**src/rtl/prbs_sat_counter.sv**
```systemverilog
// Saturating up-counter with synchronous clear that wins over increment.
module prbs_sat_counter #(
   parameter int CNT_W = 8
) (
   input  logic             clk,
   input  logic             ini_n,
   input  logic             inc,
   input  logic             clr,
   output logic [CNT_W-1:0] cnt
);

   logic [CNT_W-1:0] cnt_q;
   logic [CNT_W-1:0] cnt_d;

   always_comb begin
      cnt_d = cnt_q;
      if (clr) begin
         cnt_d = '0;
      end else if (inc && (cnt_q != {CNT_W{1'b1}})) begin
         cnt_d = cnt_q + CNT_W'(1);
      end
   end

   always_ff @(posedge clk or negedge ini_n) begin
      if (!ini_n) begin
         cnt_q <= '0;
      end else begin
         cnt_q <= cnt_d;
      end
   end

   assign cnt = cnt_q;

endmodule

```
**config.mk**
```make
export PLATFORM = sky130hd
export DESIGN_NAME = prbs_sat_counter
export DESIGN_NICKNAME = d
export VERILOG_FILES = /design/src/rtl/prbs_sat_counter.sv
export SDC_FILE = /design/constraint.sdc
export NUM_CORES = 1
export LEC_CHECK = 0
export CAP_MARGIN = 30
export CORE_AREA = 2 2 39 41
export DETAILED_ROUTE_END_ITERATION = 8
export DIE_AREA = 0 0 41 43
export DONT_BUFFER_PORTS = 1
export MAX_ROUTING_LAYER = met4
export SYNTH_ARGS = -nofsm -noshare
export SYNTH_HDL_FRONTEND = slang
export SYNTH_SLANG_ARGS = --single-unit
```
**constraint.sdc**
```tcl
create_clock -name clk -period 1.5 [get_ports clk]
set_input_delay 0.15 -clock clk [delete_from_list [all_inputs] [get_ports clk]]
set_output_delay 0.15 -clock clk [all_outputs]
set_load 0.005 [all_outputs]
```
== Word level (Yosys, flattened, before mapping) ==
Index checks and enable logic that the tools add are counted.
W data, S select, Z words.

* Flip-flop bits (word level): 8
* Input bits: 4
* Output and inout port bits: 8

* Add/sub/neg operators: 1
* Equality and inequality tests: 1
* Multiplexer cells: 2
* Reductions and logical operators: 2

{| class="wikitable"
|+ Operator list
! kind !! count
|-
| $mux W8 || 2
|-
| $add A8 B1 Y8 const B || 1
|-
| $ne A8 B8 Y1 const B || 1
|-
| $reduce_bool A2 Y1 || 1
|-
| $logic_and A1 B1 Y1 || 1
|}

== Logic depth before layout (Yosys ltp) ==
Gate-level depths: netlist of run 1.

* Word-level depth: 4
* Depth in mapped cells: 4
* Mapped depth without buffers: 4

== Worst setup path after synthesis of run 1 ==
OpenSTA, ideal clock, no wires.

* Path type: register -> register
* From: register cnt_q[0], in the netlist cnt[0]
* To: register cnt_q[0], in the netlist cnt[0]
* Library setup time: 125 ps
* Arrival: 1480 ps
* Data required time: 1375 ps
* Slack: -104 ps
* Cell stages (with the launch flop): 5
* Path buffers: 0
* Clock period less this slack: 1604 ps
* Cells stage by stage: dfrtp_1 ha_1 and4_2 a21boi_1 mux2_2

* Word-level cells in the longest chain between the ends: 3
* Elaborated cells between the ends (all ways): 6
* Those cells by class: add/sub: 1; eq/ne: 1; mux: 2; reduce/logical: 2

{| class="wikitable"
|+ RTL lines
! element !! line !! RTL
|-
| from (decl) || 12 || <nowiki>logic [CNT_W-1:0] cnt_q;</nowiki>
|-
| from (signal assigned) || 28 || <nowiki>cnt_q <= cnt_d;</nowiki>
|-
| $add A8 B1 Y8 or $ne A8 B8 Y1 (tied branches) || 20, 19 ||
|-
| $mux W8 or $logic_and A1 B1 Y1 (tied branches) || 19 || <nowiki>end else if (inc && (cnt_q != {CNT_W{1'b1}})) begin</nowiki>
|-
| $mux W8 or $reduce_bool A2 Y1 (tied branches) || n/a ||
|}

Several ways; a longest one is shown, not always the timed one. The select of a mux whose other input is x is not followed.
A chain may end at the register's enable or synchronous reset.

== Worst setup path after layout of run 1 ==
* From: register cnt_q[1], in the netlist cnt[1]
* To: register cnt_q[0], in the netlist cnt[0]

* Word-level cells in the longest chain between the ends: 3

{| class="wikitable"
|+ RTL lines
! element !! line
|-
| $ne A8 B8 Y1 || 19
|-
| $logic_and A1 B1 Y1 || 19
|-
| $reduce_bool A2 Y1 (no line) || n/a
|}

No other way between the ends.

==> impl_metrics.yaml, run 1 <==
run_status:
  status: "finished clean"
logic_synthesis:
  syn_inst: 49
  netlist_area_um2: 464.2
  synthArstFlopShare_pct: 100.0
  ys.flop_type: "dfrtp_1"
  synth_nets: 54
  synth_top_area_cell: "dfrtp_1"
  seq_area_frac_synth_pct: 43.13
  synth_edf_count: 0
  avgSynthCellArea_um2: 9.473
  yosys_warnings: 0
  synthTopCellsByArea: "dfrtp_1 (43%), mux2_2 (4.9%), nor3_1 (4.3%), nand2b_1 (4.0%), nor2b_1 (4.0%)"
  synth.distinct_cells: 28
  yosys_register_bits: 8
  synthMostInstantiatedCell: "dfrtp_1"
  yosys-top-cells-count: "dfrtp_1 (8), nor3_1 (4), a21oi_1 (3), nand2b_1 (3), nor2b_1 (3)"
  synth_top_area_share_pct: 43.13
sta:
  fin_tns_setup_ps: 0
  period_needed_ps: 1396
  fmax_mhz: 716.2
  worst_pin_slew_ps: 362.3
  finalWorstSetupSlack_ps: 103.7
  fin_skew_ps: 4.568
  max_slew_margin_pct: 75.22
  hold_ws_ps: 69.91
  maxSlewViolCount: 0
  setup_viol: 0
  rsz0062_at_grt: "no"
  finalHoldViolations: 0
  timing.final.crit_share_pct: 93.09
route:
  wirelength_um: 1010
  drc: 0
  wl_per_cell_um: 13.65
  drt_iter0_markers: 13
  ant_nets: 0
  firstDrtPassIters: 4
  dr_total_vias: 417
  via_per_inst: 5.635
cts:
  cts_sinks: 8
  cts_made_buffers: 3
  cts_tree: "yes"
  cts_hold_buffers: 2
  clock_latency_ps: 250
  cts_resized: 0
  post-cts-setup-buffer-count: 0
  h-tree-depth: 1
  clk_path_buf_depth: 2
  clk_pin_slew_worst_paths_ps: 50
  root_buffer: "clkbuf_4"
floorplanning:
  pin_count: 12
  rows: 14
  core_um2: 1384
  start_util_pct: 33.54
  die_x_um: 41
  dieArea_um2: 1763
  die_y_um: 43
worst_setup_path:
  worstPathArrival_ps: 1530
  cp-end-kind: "flop"
  path_buf_inv: 0
  setup.worst_path.class: "flop to flop"
  cp_max_fo: 5
  cp_cell_sequence: "ha_2, and4_4, a21boi_2, mux2_2"
  cpMaxStageDelayCell: "dfrtp_1"
  cp-start-kind: "flop"
  critPathMaxStageDelay_ps: 380
  cpLargestDelayFamily: "flip-flops"
  required_ps: 1640
final_layout:
  utilization_pct: 41.23
  area_delta_synth_final_pct: 22.91
  drive_gt1_share_pct: 25.86
  largest_reg_flops: 8
  insertedDiodeCount: 0
  fin_cells: 74
  final_nets: 65
placement:
  pre_cts_slack_ps: 103.8
  dp_cells: 69
  port-buffer-count: 0
  routabilityCongestion: 0.6801
  hpwlAfterDp_um: 738.6
pwr:
  p_leak_nw: 0.2372
  ir_drop_mv: 0.5819
  power_density_nw_per_um2: 760.3
grt:
  antenna_found_initial: 0
  grt_pass1_wl_um: 1738
  grt.total_usage_pct: 15.75
  grt_max_degree: 10
  overflow: 0
  grt_pass1_vias: 391
worst_hold_path:
  min_path_type: "primary input to flop"
job:
  cap_violations: 0
==> power by group <==
group	switching [W]	internal, W
Clock	0.0000750	0.0000917
Sequential	0.00000358	0.000221
Combinational	0.0000208	0.0000216
Total	0.0000993	0.000334
==> worst paths after layout <==
| kind | end | slack, ps | cells after the start | start |
|---|---|---|---|---|
| max | cnt[0]$_DFFE_PN0P_ | 100 | 4 | cnt[1]$_DFFE_PN0P_ |
| min | cnt[1]$_DFFE_PN0P_ | 70 | 2 | clr |
| max reg2reg | cnt[0]$_DFFE_PN0P_ | 100 | 4 | cnt[1]$_DFFE_PN0P_ |
| min reg2reg | cnt[7]$_DFFE_PN0P_ | 660 | 3 | cnt[7]$_DFFE_PN0P_ |
| max in group asynchronous | cnt[1]$_DFFE_PN0P_ | 970 | 1 | ini_n |
| min in group asynchronous | cnt[4]$_DFFE_PN0P_ | 250 | 1 | ini_n |
==> area by class of cell <==
type	instances	area [µm²]
sequential	8	200.2
inverter	2	7.507
multi-input combinational	37	255.2
fill	131	813.3
tap	16	20.02
clock buffer	3	22.52
timing repair buffer	8	65.06
==> cell families (layout without fill, tap and decap cells) <==
logic type / after synthesis / count (layout) / share of synthesized area [%]
buffers and inverters: 4 / 13 / 3.503
AO/OA/AOI/OAI: 9 / 9 / 12.67
multiplexers: 3 / 3 / 7.008
adder cells (fa/ha/maj): 1 / 1 / 2.695
flip-flops: 8 / 8 / 43.13
AND/OR/NAND/NOR: 24 / 24 / 31.00
==> cell usage in the layout, fill, tap and decap left out <==
| master | instances |
|---|---|
| clkbuf_4 | 3 |
| nor3_1 | 4 |
| dlygate4sd3_1 | 2 |
| ha_2 | 1 |
| nor4_1 | 1 |
| a21oi_1 | 3 |
| a21boi_2 | 1 |
| o21ai_0 | 1 |
| a41oi_1 | 1 |
| and3_1 | 1 |
| a31oi_1 | 1 |
| and4_4 | 1 |
| buf_4 | 6 |
| nor2_1 | 2 |
| a211oi_1 | 1 |
| mux2_2 | 2 |
| mux2i_1 | 1 |
| nand2b_1 | 3 |
| nand4_1 | 1 |
| dfrtp_1 | 8 |
| nor3b_1 | 1 |
| nand2_1 | 2 |
| inv_1 | 2 |
| a2111oi_0 | 1 |
| nand3_2 | 1 |
| nor2b_1 | 3 |
| and4_1 | 1 |
| or3_1 | 1 |
| nand3_1 | 2 |
==> per-layer routing <==
layer,routed length (µm),part of all wire [%],GRT usage (%)
met3,73,7.2,9.948
met1,470,47,19.74
met5,0,0,-
met2,452,45,19.06
met4,13,1.3,8.000
==> metrics by stage <==
step / area [µm²] / power [W]
final: 570.5 / 0.0004338
after global routing: 570.5 / 0.0004702
after CTS: 570.5 / 0.0004460
after detailed placement: 528.0 / 0.0002610
after global placement: 528.0 / 0.0002605
after floorplan: 471.7 / 0.0002549
No activity file was read; power rests on OpenSTA's default activity.
==> run 2, diff against run 1 <==
--- a/config.mk
+++ b/config.mk
@@ -7,7 +7,7 @@
 export LEC_CHECK = 0
 export CAP_MARGIN = 30
-export CORE_AREA = 2 2 39 41
+export CORE_AREA = 5 5 42 44
 export DETAILED_ROUTE_END_ITERATION = 8
-export DIE_AREA = 0 0 41 43
+export DIE_AREA = 0 0 47 49
 export DONT_BUFFER_PORTS = 1
 export MAX_ROUTING_LAYER = met4
==> constraint.sdc (replaced) <==
create_clock -name clk -period 1.5 [get_ports clk]
set_input_delay 0.15 -clock clk [delete_from_list [all_inputs] [get_ports clk]]
set_output_delay 0.15 -clock clk [all_outputs]
set_load 0.01 [all_outputs]
==> impl_metrics.yaml, run 2 (same netlist as run 1, synthesis figures left out) <==
sta:
  finalHoldViolations: 0
  period_needed_ps: 1445
  max_slew_margin_pct: 75.55
  fin_skew_ps: 2.482
  timing.final.crit_share_pct: 96.32
  maxSlewViolCount: 0
  worst_pin_slew_ps: 357.5
  finalWorstSetupSlack_ps: 55.15
  setup_viol: 0
  fin_tns_setup_ps: 0
  hold_ws_ps: 60.22
  rsz0062_at_grt: "no"
  fmax_mhz: 692.1
final_layout:
  seq_area_um2: 202.7
  final_nets: 65
  mostFrequentLayoutCells: "dfrtp_1 (6), buf_4 (6), nor3_1 (4)"
  multi_input_area_um2: 272.8
  area_delta_synth_final_pct: 28.03
  largest_reg_flops: 8
  drive_gt1_share_pct: 28.81
  fillCellCount: 140
  insertedDiodeCount: 0
cts:
  cts_sinks: 8
  post-cts-setup-buffer-count: 0
  clock_latency_ps: 260
  clk_path_buf_depth: 2
  cts_tree: "yes"
  cts_made_buffers: 3
  clk_pin_slew_worst_paths_ps: 60
  h-tree-depth: 1
  root_buffer: "clkbuf_4"
floorplanning:
  start_util_pct: 33.12
  die_x_um: 47
  rows: 14
  die_y_um: 49
  dieArea_um2: 2303
  pin_count: 12
  core_um2: 1401
worst_setup_path:
  required_ps: 1640
  cpMaxStageDelayCell: "dfrtp_2"
  cp-end-kind: "flop"
  cpLargestDelayFamily: "flip-flops"
  critPathMaxStageDelay_ps: 420
  cp-start-kind: "flop"
  path_buf_inv: 0
  cp_cell_sequence: "ha_4, and4_4, a21boi_4, mux2_2"
  cp_max_fo: 7
  setup.worst_path.class: "flop to flop"
  worstPathArrival_ps: 1590
grt:
  grt_pass1_wl_um: 1573
  grt_max_degree: 10
  grt_pass1_vias: 353
  grt.total_usage_pct: 10.22
  antenna_found_initial: 0
  overflow: 0
placement:
  hpwlAfterDp_um: 765.2
  port-buffer-count: 0
  routabilityCongestion: 0.7918
  pre_cts_slack_ps: 43.88
run_status:
  status: "finished clean"
worst_hold_path:
  min_path_type: "primary input to flop"
route:
  dr_total_vias: 407
  drc: 0
  drt_iter0_markers: 5
  wirelength_um: 1039
  wl_per_cell_um: 13.85
  via_per_inst: 5.427
  firstDrtPassIters: 3
  ant_nets: 0
pwr:
  p_leak_nw: 0.2413
  ir_drop_mv: 0.3661
  power_density_nw_per_um2: 768.3
  finalPower_w: 0.0004566
job:
  cap_violations: 0
run 2: changes by cell type in the layout (fill, tap and decap cells not counted), sizes merged:
cell | previous run | this run
clkbuf | 3 | 4
run 2: final timing paths:
path / slack, ps / end / cells after the start / from
max: 60 / cnt[0]$_DFFE_PN0P_ / 4 / cnt[1]$_DFFE_PN0P_
min: 60 / cnt[1]$_DFFE_PN0P_ / 2 / clr
max reg2reg: 60 / cnt[0]$_DFFE_PN0P_ / 4 / cnt[1]$_DFFE_PN0P_
min reg2reg: 690 / cnt[7]$_DFFE_PN0P_ / 3 / cnt[7]$_DFFE_PN0P_
max in group asynchronous: 970 / cnt[1]$_DFFE_PN0P_ / 1 / ini_n
min in group asynchronous: 240 / cnt[3]$_DFFE_PN0P_ / 1 / ini_n
run 2: final cells by class:
| type | instances | area share, % |
|---|---|---|
| multi-input cells | 37 | 45.89 |
| flip-flops and latches | 8 | 34.11 |
| repair buffers | 8 | 10.95 |
| clock buffers | 4 | 4.421 |
| well taps | 16 | 3.368 |
| inverters | 2 | 1.263 |
run 2: repair_timing:
item                                    4_1_cts  5_1_grt
hold endpoints to repair                     13        0
hold buffers                                  2        0
gates resized for setup                       0        1
endpoints found under the setup margin        0        1
run 2: layer usage:
layer | share of wire [%] | GRT usage [%] | up-vias | wire length (µm)
li1 | - | - | 203 | -
met1 | 44 | 11.11 | 189 | 461
met2 | 44 | 13.35 | 11 | 459
met3 | 8.8 | 6.273 | 4 | 91
met4 | 2.5 | 6.912 | 0 | 26
met5 | 0 | - | - | 0
run 2: where the power goes:
group	switching (W)	internal [W]	total (W)
combinational	0.0000233	0.0000250	0.0000483
sequential	0.00000556	0.000222	0.000228
clock	0.0000786	0.000102	0.000181
run 2: per-stage QoR:
| step | cells | util, % | instance area [µm²] |
|---|---|---|---|
| floorplan | 49 | - | 484.2 |
| global placement | 69 | 38.57 | 540.5 |
| detailed placement | 69 | 38.57 | 540.5 |
| CTS | 75 | 41.88 | 586.8 |
| global route | 75 | 42.41 | 594.3 |
| finish | 75 | 42.41 | 594.3 |
==> run 3, diff against run 2 <==
--- a/config.mk
+++ b/config.mk
@@ -12,4 +12,5 @@
 export DONT_BUFFER_PORTS = 1
 export MAX_ROUTING_LAYER = met4
+export SLEW_MARGIN = 20
 export SYNTH_ARGS = -nofsm -noshare
 export SYNTH_HDL_FRONTEND = slang
==> constraint.sdc (replaced) <==
create_clock -name clk -period 1.5 [get_ports clk]
set_input_delay 0.3 -clock clk [delete_from_list [all_inputs] [get_ports clk]]
set_output_delay 0.3 -clock clk [all_outputs]
set_load 0.01 [all_outputs]
==> impl_metrics.yaml, run 3 (same netlist as run 1, synthesis figures left out) <==
final_layout:
  fin_cells: 74
  area_delta_synth_final_pct: 25.88
  stdcell_area_um2: 584.3
  mostFrequentLayoutCells: "dfrtp_1 (6), buf_4 (6), nor3_1 (4)"
  fillCellCount: 141
  final_nets: 64
  insertedDiodeCount: 0
  drive_gt1_share_pct: 29.31
  largest_reg_flops: 8
cts:
  cts_tree: "yes"
  clk_pin_slew_worst_paths_ps: 60
  root_buffer: "clkbuf_4"
  clk_path_buf_depth: 2
  h-tree-depth: 1
  clock_latency_ps: 260
  cts_sinks: 8
  cts_made_buffers: 3
  post-cts-setup-buffer-count: 0
pwr:
  power_density_nw_per_um2: 774.3
  p_leak_nw: 0.2371
  finalPower_w: 0.0004524
  ir_drop_mv: 0.3555
sta:
  maxSlewViolCount: 0
  fmax_mhz: 690.3
  finalHoldViolations: 0
  rsz0062_at_grt: "no"
  period_needed_ps: 1449
  timing.final.crit_share_pct: 96.57
  worst_pin_slew_ps: 356.1
  hold_ws_ps: 106.8
  fin_tns_setup_ps: 0
  setup_viol: 0
  fin_skew_ps: 2.937
  max_slew_margin_pct: 75.65
worst_setup_path:
  setup.worst_path.class: "flop to flop"
  cp_max_fo: 7
  cp-end-kind: "flop"
  rr_startpoint: "cnt[1]$_DFFE_PN0P_"
  cpMaxStageDelayCell: "dfrtp_2"
  r2r_cells: 4
  worstPathArrival_ps: 1590
  critPathMaxStageDelay_ps: 420
  r2r_setup_slack_ps: 50
  cp_cell_sequence: "ha_4, and4_4, a21boi_4, mux2_2"
  critical_path.startpoint: "cnt[1]$_DFFE_PN0P_"
  reg2reg_to: "cnt[0]$_DFFE_PN0P_"
  required_ps: 1640
  cp-start-kind: "flop"
placement:
  port-buffer-count: 0
  placed_area_um2: 540.5
  routabilityCongestion: 0.7918
  dp_cells: 69
  hpwlAfterDp_um: 765.2
floorplanning:
  start_util_pct: 33.12
  pin_count: 12
  rows: 14
  dieArea_um2: 2303
  die_x_um: 47
  core_um2: 1401
  die_y_um: 49
worst_hold_path:
  min_path_type: "primary input to flop"
  holdPathEnd: "cnt[2]$_DFFE_PN0P_"
  whs_path_depth: 1
  worstHoldStart: "clr"
route:
  firstDrtPassIters: 4
  dr_total_vias: 405
  drt_iter0_markers: 10
  ant_nets: 0
  via_per_inst: 5.473
  drc: 0
  wl_per_cell_um: 13.81
  wirelength_um: 1022
job:
  cap_violations: 0
run_status:
  status: "finished clean"
grt:
  grt_max_degree: 12
  overflow: 0
  grt_pass1_vias: 356
  grt.total_usage_pct: 10.29
  antenna_found_initial: 0
  grt_pass1_wl_um: 1593
==> run 3: cell types whose count changed in the layout (fill, tap and decap cells not counted), sizes merged <==
| cell | delta |
|---|---|
| dlygate4sd3 | -1 |
==> run 3: worst max path at each step <==
stage | endpoint | slack, ps | cells after the start
6_report | cnt[0]$_DFFE_PN0P_ | 50 | 4
5_1_grt | cnt[0]$_DFFE_PN0P_ | 10 | 4
4_1_cts | cnt[0]$_DFFE_PN0P_ | 30 | 4
3_5_place_dp | cnt[0]$_DFFE_PN0P_ | 40 | 4
3_3_place_gp | cnt[0]$_DFFE_PN0P_ | 70 | 4
2_1_floorplan | cnt[0]$_DFFE_PN0P_ | 60 | 4
==> run 3: layer usage <==
layer	up-vias	part of all wire (%)	track usage (%)
met5	-	0	-
met4	0	2.6	6.912
met3	4	9.5	6.273
met2	13	42	13.35
met1	186	45	11.33
li1	202	-	-
==> run 3: final cells by class <==
class	count	area, µm²	area share, %
clock buffer	4	26.28	4.497
inverter	2	7.507	1.285
multi-input combinational	37	272.8	46.68
sequential	8	202.7	34.69
tap	16	20.02	3.426
timing repair buffer	7	55.05	9.422
==> run 3: critical path: cells and delay by family (launching register included) <==
family,cells,cell delay [ps]
fa+ha+maj,1,190
flops,1,420
compound gates,1,180
mux,1,340
simple gates,1,210
==> run 3: through the flow <==
stage               setup slack (ps)  util, %
floorplan                      56.11        -
CTS                            30.29    41.16
global route                   13.38    41.70
detailed placement             43.88    38.57
finish                         51.39    41.70
global placement               71.46    38.57
==> run 3: report_power, final <==
group	internal [W]	total, W	switching, W
clock network	0.000102	0.000180	0.0000784
logic	0.0000232	0.0000443	0.0000210
registers	0.000222	0.000228	0.00000558
==> run 3: timing repair <==
item / CTS / global route
hold endpoints to repair: 8 / 0
endpoints found under the setup margin: 0 / 1
hold buffers: 1 / 0
resized for setup: 0 / 1
